`src/rtl/hack_cpu.sv`:
```
// Hack CPU core: A/D/PC register file, decoder and jump unit around hack_alu.
// One instruction commits per accepted fetch; results are visible the next cycle.

// hack_alu: the Hack ALU function selected by {zx,nx,zy,ny,f,no}.
// Latency: combinational, zero cycles.
// Backpressure: none, pure function of its inputs.
module hack_alu (
  input  logic [15:0] i_x,
  input  logic [15:0] i_y,
  input  logic        i_zx,
  input  logic        i_nx,
  input  logic        i_zy,
  input  logic        i_ny,
  input  logic        i_f,
  input  logic        i_no,
  output logic [15:0] o_out,
  output logic        o_zr,
  output logic        o_ng
);

  logic [15:0] w_x0;
  logic [15:0] w_x1;
  logic [15:0] w_y0;
  logic [15:0] w_y1;
  logic [15:0] w_fn;

  assign w_x0  = i_zx ? 16'h0000 : i_x;
  assign w_x1  = i_nx ? ~w_x0 : w_x0;
  assign w_y0  = i_zy ? 16'h0000 : i_y;
  assign w_y1  = i_ny ? ~w_y0 : w_y0;
  assign w_fn  = i_f ? (w_x1 + w_y1) : (w_x1 & w_y1);
  assign o_out = i_no ? ~w_fn : w_fn;
  assign o_zr  = (o_out == 16'h0000);
  assign o_ng  = o_out[15];

endmodule

// hack_cpu: fetch consumer, decoder, A/D/PC registers and jump unit.
// Latency: one cycle per committed instruction.
// Backpressure: stalls on instr_valid=0 or on a write with mem_ready=0; halts on illegal encodings.
module hack_cpu (
  input  logic        clk,
  input  logic        reset,
  input  logic [15:0] instr,
  input  logic        instr_valid,
  input  logic [15:0] in_m,
  input  logic        mem_ready,
  output logic [15:0] out_m,
  output logic        write_m,
  output logic [14:0] address_m,
  output logic [14:0] pc,
  output logic        halted,
  output logic [31:0] retired
);

  localparam logic ST_RUN  = 1'b0;
  localparam logic ST_HALT = 1'b1;

  logic [15:0] r_a;
  logic [15:0] r_d;
  logic [14:0] r_pc;
  logic [31:0] r_retired;
  logic        r_state;

  logic        w_is_c;
  logic        w_legal;
  logic        w_active;
  logic        w_sel_m;
  logic [2:0]  w_dest;
  logic [2:0]  w_jmp;
  logic [15:0] w_alu_y;
  logic [15:0] w_alu_out;
  logic        w_zr;
  logic        w_ng;
  logic        w_jump;
  logic        w_write;
  logic        w_commit;
  logic [14:0] w_pc_inc;

  assign w_is_c   = instr[15];
  assign w_legal  = ~instr[15] | (instr[14:13] == 2'b11);
  assign w_sel_m  = instr[12];
  assign w_dest   = instr[5:3];
  assign w_jmp    = instr[2:0];

  // Anything that can change state or drive memory is gated on this.
  assign w_active = ~reset & (r_state == ST_RUN) & instr_valid;

  assign w_alu_y  = w_sel_m ? in_m : r_a;

  hack_alu u_alu (
    .i_x   (r_d),
    .i_y   (w_alu_y),
    .i_zx  (instr[11]),
    .i_nx  (instr[10]),
    .i_zy  (instr[9]),
    .i_ny  (instr[8]),
    .i_f   (instr[7]),
    .i_no  (instr[6]),
    .o_out (w_alu_out),
    .o_zr  (w_zr),
    .o_ng  (w_ng)
  );

  assign w_jump   = w_is_c & ((w_jmp[2] & w_ng) |
                              (w_jmp[1] & w_zr) |
                              (w_jmp[0] & ~w_zr & ~w_ng));
  assign w_write  = w_active & w_is_c & w_legal & w_dest[0];
  assign w_commit = w_active & w_legal & (~w_write | mem_ready);
  assign w_pc_inc = r_pc + 15'd1;

  always_ff @(posedge clk) begin
    if (reset) begin
      r_a       <= 16'h0000;
      r_d       <= 16'h0000;
      r_pc      <= 15'h0000;
      r_retired <= 32'h0000_0000;
      r_state   <= ST_RUN;
    end else if (w_active & ~w_legal) begin
      r_state <= ST_HALT;
    end else if (w_commit) begin
      r_retired <= r_retired + 32'd1;
      if (w_is_c) begin
        if (w_dest[2]) r_a <= w_alu_out;
        if (w_dest[1]) r_d <= w_alu_out;
        // r_a on the right-hand side is the pre-commit A even when dA=1.
        r_pc <= w_jump ? r_a[14:0] : w_pc_inc;
      end else begin
        r_a  <= {1'b0, instr[14:0]};
        r_pc <= w_pc_inc;
      end
    end
  end

  assign out_m     = w_alu_out;
  assign write_m   = w_write;
  assign address_m = r_a[14:0];
  assign pc        = r_pc;
  assign halted    = (r_state == ST_HALT);
  assign retired   = r_retired;

endmodule

```
`config.mk`:
```
export PLATFORM = sky130hd
export DESIGN_NAME = hack_cpu
export DESIGN_NICKNAME = d
export VERILOG_FILES = /design/src/rtl/hack_cpu.sv
export SDC_FILE = /design/constraint.sdc
export NUM_CORES = 1
export LEC_CHECK = 0
export ABC_AREA = 1
export CORE_ASPECT_RATIO = 0.5
export CORE_MARGIN = 10
export CORE_UTILIZATION = 57
export CTS_CLUSTER_DIAMETER = 120
export DETAILED_ROUTE_END_ITERATION = 10
export PLACE_DENSITY = 0.86
export SYNTH_ARGS = -nofsm -noshare
export SYNTH_HDL_FRONTEND = slang
export SYNTH_SLANG_ARGS = --single-unit
```
`constraint.sdc`:
```
create_clock -name clk -period 6.5 [get_ports clk]
set_input_delay 1.3 -clock clk [delete_from_list [all_inputs] [get_ports clk]]
set_output_delay 1.3 -clock clk [all_outputs]
set_load 0.03 [all_outputs]
```
Yosys cells after proc, flatten, opt, wreduce, memory -nomap -nowiden
Cells that the tools add are included.
- $add $sub $neg: 3
- multipliers: 0
- divide/modulo/power cells: 0
- order comparisons: 0
- equal/unequal tests: 2
- shifts and indexed selects: 0
- multiplexer cells: 11
- bitwise operators: 29
- reductions and logical operators: 4
- operator list (operator ; number):
    16-bit two-way mux ; 9
    16-bit NOT ; 3
    32-bit by 1-bit adder with 32-bit output (second input constant) ; 1
    15-bit two-way mux ; 2
    16-bit adder ; 1
    16-bit bitwise AND ; 1
    16-bit logical NOT ; 1
    15-bit by 1-bit adder with 15-bit output (second input constant) ; 1
    1-bit bitwise AND ; 13
    1-bit NOT ; 8
    1-bit bitwise OR ; 4
    4-bit AND reduction ; 1
    3-bit AND reduction ; 1
    2-bit == test (second input constant) ; 1
    2-bit != test (second input constant) ; 1
    2-bit AND reduction ; 1
- register bits: 80
- bits in latches: 0
- memory bits (writable): 0
- memory bits (read-only): 0
- output and inout port bits: 80
- memories kept: 0

Depth between registers and ports, before layout
- depth in word-level cells: 16
- gate-level depth with buffers: 28
- gate-level depth less buffers: 26

Hierarchy
A second synthesis with hierarchy kept.
- cell total of the unflattened synthesis: 1199
- area, all modules: 6770.2 um^2
- modules (own cells, without submodules) (module ; times used ; cells each ; area each (um^2)):
    hack_cpu ; 1 ; 780 ; 4680.7
    hack_alu ; 1 ; 419 ; 2089.5

Worst setup path after synthesis
No wires, ideal clock.
- path type: in2out
- start: input instr[10]
- end: output out_m[14]
- arrival time: 3.845 ns
- data required time: 5.200 ns
- slack: 1.355 ns
- stages: 17
- buffers on the path: 2
- cell sequence: clkbuf_1 clkbuf_1 xor2_1 inv_1 ha_1 fa_1 nand2_2 nand2_1 nand3_1 nand2_2 nand2_1 nand2_1 nand2_1 nand3_2 nand3_2 nand2_2 inv_1
- cells in the longest elaborated chain, start to end: 5
- ends and longest elaborated chain (element ; line ; RTL):
    from (decl) ; 44 ; input logic [15:0] instr,
    16-bit two-way mux (*) ; 28 ; assign w_x1 = i_nx ? ~w_x0 : w_x0;
    16-bit adder / 16-bit bitwise AND (equally long branches) ; 31 ; assign w_fn = i_f ? (w_x1 + w_y1) : (w_x1 & w_y1);
    16-bit two-way mux (*) ; 31 ;
    16-bit NOT ; 32 ; assign o_out = i_no ? ~w_fn : w_fn;
    16-bit two-way mux (*) ; 32 ;
    to (decl) ; 48 ; output logic [15:0] out_m,
Every way passes the cells marked *; elsewhere a longest branch is shown, timed or not.

Worst setup path in the final report
- start: input instr[12]
- end: output out_m[6]
- cells in the longest elaborated chain, start to end: 8
- ends and longest elaborated chain (element ; line ; RTL):
    16-bit two-way mux (*) ; 89 ; assign w_alu_y = w_sel_m ? in_m : r_a;
    16-bit two-way mux (*) ; 29 ; assign w_y0 = i_zy ? 16'h0000 : i_y;
    16-bit NOT ; 30 ; assign w_y1 = i_ny ? ~w_y0 : w_y0;
    16-bit two-way mux (*) ; 30 ;
    16-bit adder / 16-bit bitwise AND (equally long branches) ; 31 ;
    16-bit two-way mux (*) ; 31 ;
    16-bit NOT ; 32 ;
    16-bit two-way mux (*) ; 32 ;
Marks and branches as above.

==> metrics.cfg <==
[synth]
synth.cell_area_um2 = 6380
ys_seq_elements = 80
synthTopCellsByArea = dfxtp_1 25%, nand2_1 13%, inv_1 8.9%, nand3_1 7.5%, xor2_1 5.9%
synth_top_area_cell = dfxtp_1
synth_warnings = 0
synth_top_area_share_pct = 25.1
syn-num-nets = 1050
synth_edf_count = 0
synthDistinctLibCells = 47
netlist_instances = 995
seq_area_frac_synth_pct = 25.1
synth_flop_cell = dfxtp_1
syn_area_per_cell_um2 = 6.41
synth-async-reset-ratio_pct = 0

[timing]
setup_tns_ns = 0
finalHoldViolations = 0
slew_headroom_pct = 23.6
setup_ws_ns = 0.199
finalMaxSlewViolations = 0
min_period_over_period_pct = 96.9
min_period_ns = 6.30
clock-skew-final_ns = 0.0100
hold-worst-slack_ns = 0.464
rsz0062_at_grt = false
tightest_slew_ns = 1.15
setup_viol = 0
fmax_mhz = 159

[drt]
met2WireLength_um = 9470
wl_per_cell_um = 15.9
drt_iter0_markers = 600
vias = 6844
drt-total-wl_um = 19500
drtAntennaViolNets = 0
met1_length_um = 8130
firstDrtPassIters = 6
route.met3.wl_um = 1550
viasPerCell = 5.58
routed.top_layer = met4
drc = 0

[die]
die-width_um = 170
io_pins = 116
die_area_um2 = 16100
num_rows = 27
coreArea_um2 = 10900
die_y_um = 94.8
start_util_pct = 58.3

[placed_design]
numPortBuffers = 115
dpl.hpwl_um = 14500
place_congestion = 0.960
post-place-ws_ns = 0.214

[setup_path]
cp-end-kind = output pin
cp_slowest_cell = clkdlybuf4s50_1
critical-path-max-stage-delay_ns = 0.70
path_common_cell = nand2_1
cp.arrival_ns = 5.00
startpoint_type = input pin
crit_required_ns = 5.20
path_buf_inv = 4
path_cells = clkdlybuf4s50_1, clkinvlp_4, a21oi_1, o21ai_0, xor2_1, ha_1, fa_1, nand2_2, nand2_1, nand3_1, nand2_2, xor2_1, nand2_1, nand2_1, nand2_1, nand2_1, inv_1, clkdlybuf4s50_1
cp_max_fo = 10
path_class = in -> out
path_delay_family = buffers and inverters

[run]
maxCapViolations = 0

[clock_network]
cts_buffers = 9
clock_sinks = 80
cts_buffer_depth = 2
cts_tree = done
clk_pin_slew_worst_paths_ns = 0.06
hold_buffers = 0
cts-root-buf = clkbuf_16
clock_latency_ns = 0.35
h-tree-depth = 3

[layout]
nets = 1131
fillerInstances = 890
drive_gt1_share_pct = 10.4
multi_input_area_um2 = 3860
seqCellArea_um2 = 1600
area_delta_synth_final_pct = 22.5
diodes = 0

[run_status]
status = complete, no violations

[power]
power_uw = 1560
peakVddDrop_v = 0.000138
power_leakage_uw = 0.00335
powerDensity_nw_per_um2 = 199

[global_routing]
grt_use_total_pct = 23.3
grt_pass1_vias = 6504
gr-total-overflow = 0
grt_pass1_wl_um = 31200
antenna_found_initial = 0
grt_max_degree = 46

[worst_hold_path]
hold_class = reg -> reg

-- cells in the final DEF, fill, tap and decap left out, types with 12 or more instances in the layout --
cell	count
dfxtp_1	80
nand2_1	223
xor2_1	43
o21ai_0	43
nand2_2	24
nand3_2	13
buf_4	12
ha_1	18
clkdlybuf4s50_1	108
inv_1	151
nor2_1	52
nand4_1	13
a21oi_1	68
nand3_1	96
a221oi_1	12
o211ai_1	12
nor3_1	17
-- what timing repair did --
action | CTS | global route
buffers inserted | 0 | 1
setup endpoints to repair | 0 | 6
resized for setup | 0 | 8
-- worst register-to-register path, stage by stage, from the launching register on --
cell	delay, ns
dfxtp_1	0.33
inv_1	0.08
a21oi_1	0.11
o21ai_0	0.12
xor2_1	0.16
ha_1	0.28
fa_1	0.52
nand2_1	0.05
nand2_1	0.11
xor2_2	0.29
inv_2	0.07
nor2_1	0.09
nand4_1	0.11
nor2_1	0.13
nand2_1	0.08
nor2_2	0.13
nand3_1	0.11
nand2_2	0.10
nand3_4	0.17
nand2_4	0.26
nand2_1	0.11
nand3_1	0.10
a21oi_1	0.07
-- metal layers --
metal	up-vias	track usage (%)
met5	-	0
met4	0	7.43
met3	38	5.22
met2	271	40.7
met1	3185	28.0
li1	3350	-
-- sequential cells by signal (all words and copies together) (netlist names) --
signal / flops
halted: 1
pc: 15
r_a: 16
r_d: 16
retired: 32
-- stage by stage --
| stage | area, µm² | std cells | util [%] |
|---|---|---|---|
| 6_report | 7810 | 1226 | 71.4 |
| 5_1_grt | 7810 | 1226 | 71.4 |
| 4_1_cts | 7780 | 1224 | 71.1 |
| 3_5_place_dp | 7480 | 1208 | 68.3 |
| 3_3_place_gp | 7480 | 1208 | 68.3 |
| 2_1_floorplan | 6380 | 995 | - |
-- worst paths after layout --
check	start	to	slack [ns]	depth (start not counted)
worst max register to register	r_a[0]	pc[3]	2.79	22
worst max-delay path	instr[12]	out_m[6]	0.20	18
worst min register to register	retired[31]	retired[31]	0.46	1
worst min-delay path	retired[31]	retired[31]	0.46	1
-- cell families (layout without fill, tap and decap cells) --
family / after synthesis / after routing / synth area share, %
AO/OA/AOI/OAI: 162 / 162 / 15.4
XOR/XNOR: 52 / 52 / 7.38
adder cells (fa/ha/maj): 19 / 19 / 3.84
buffers and inverters: 220 / 306 / 14.4
flip-flops: 80 / 80 / 25.1
AND/OR/NAND/NOR: 462 / 462 / 33.9
-- cells in the mapped netlist (12+ instances only) --
master / instances
dfxtp_1: 80
nand2_2: 24
nand3_2: 13
buf_4: 19
o211ai_1: 12
clkbuf_1: 28
nand3_1: 96
ha_1: 18
nand2_1: 223
inv_1: 152
a221oi_1: 12
nand4_1: 13
a21oi_1: 68
nor2_1: 52
o21ai_0: 44
xor2_1: 43
nor3_1: 17
-- where the power goes --
group | total [µW] | internal [µW] | switching, µW
combinational | 534 | 186 | 348
clock | 512 | 270 | 241
sequential | 509 | 501 | 8.36
total | 1560 | 957 | 598
-- final cells by class --
cell class	count	share of cell area, %
Inverter	162	7.83
Tap cell	145	2.32
Clock inverter	7	0.961
Timing Repair Buffer	127	16.0
Clock buffer	9	2.88
Timing Repair inverter	1	0.0961
Multi-Input combinational cell	695	49.4
Sequential cell	80	20.5
No activity file was read; power rests on OpenSTA's default activity.
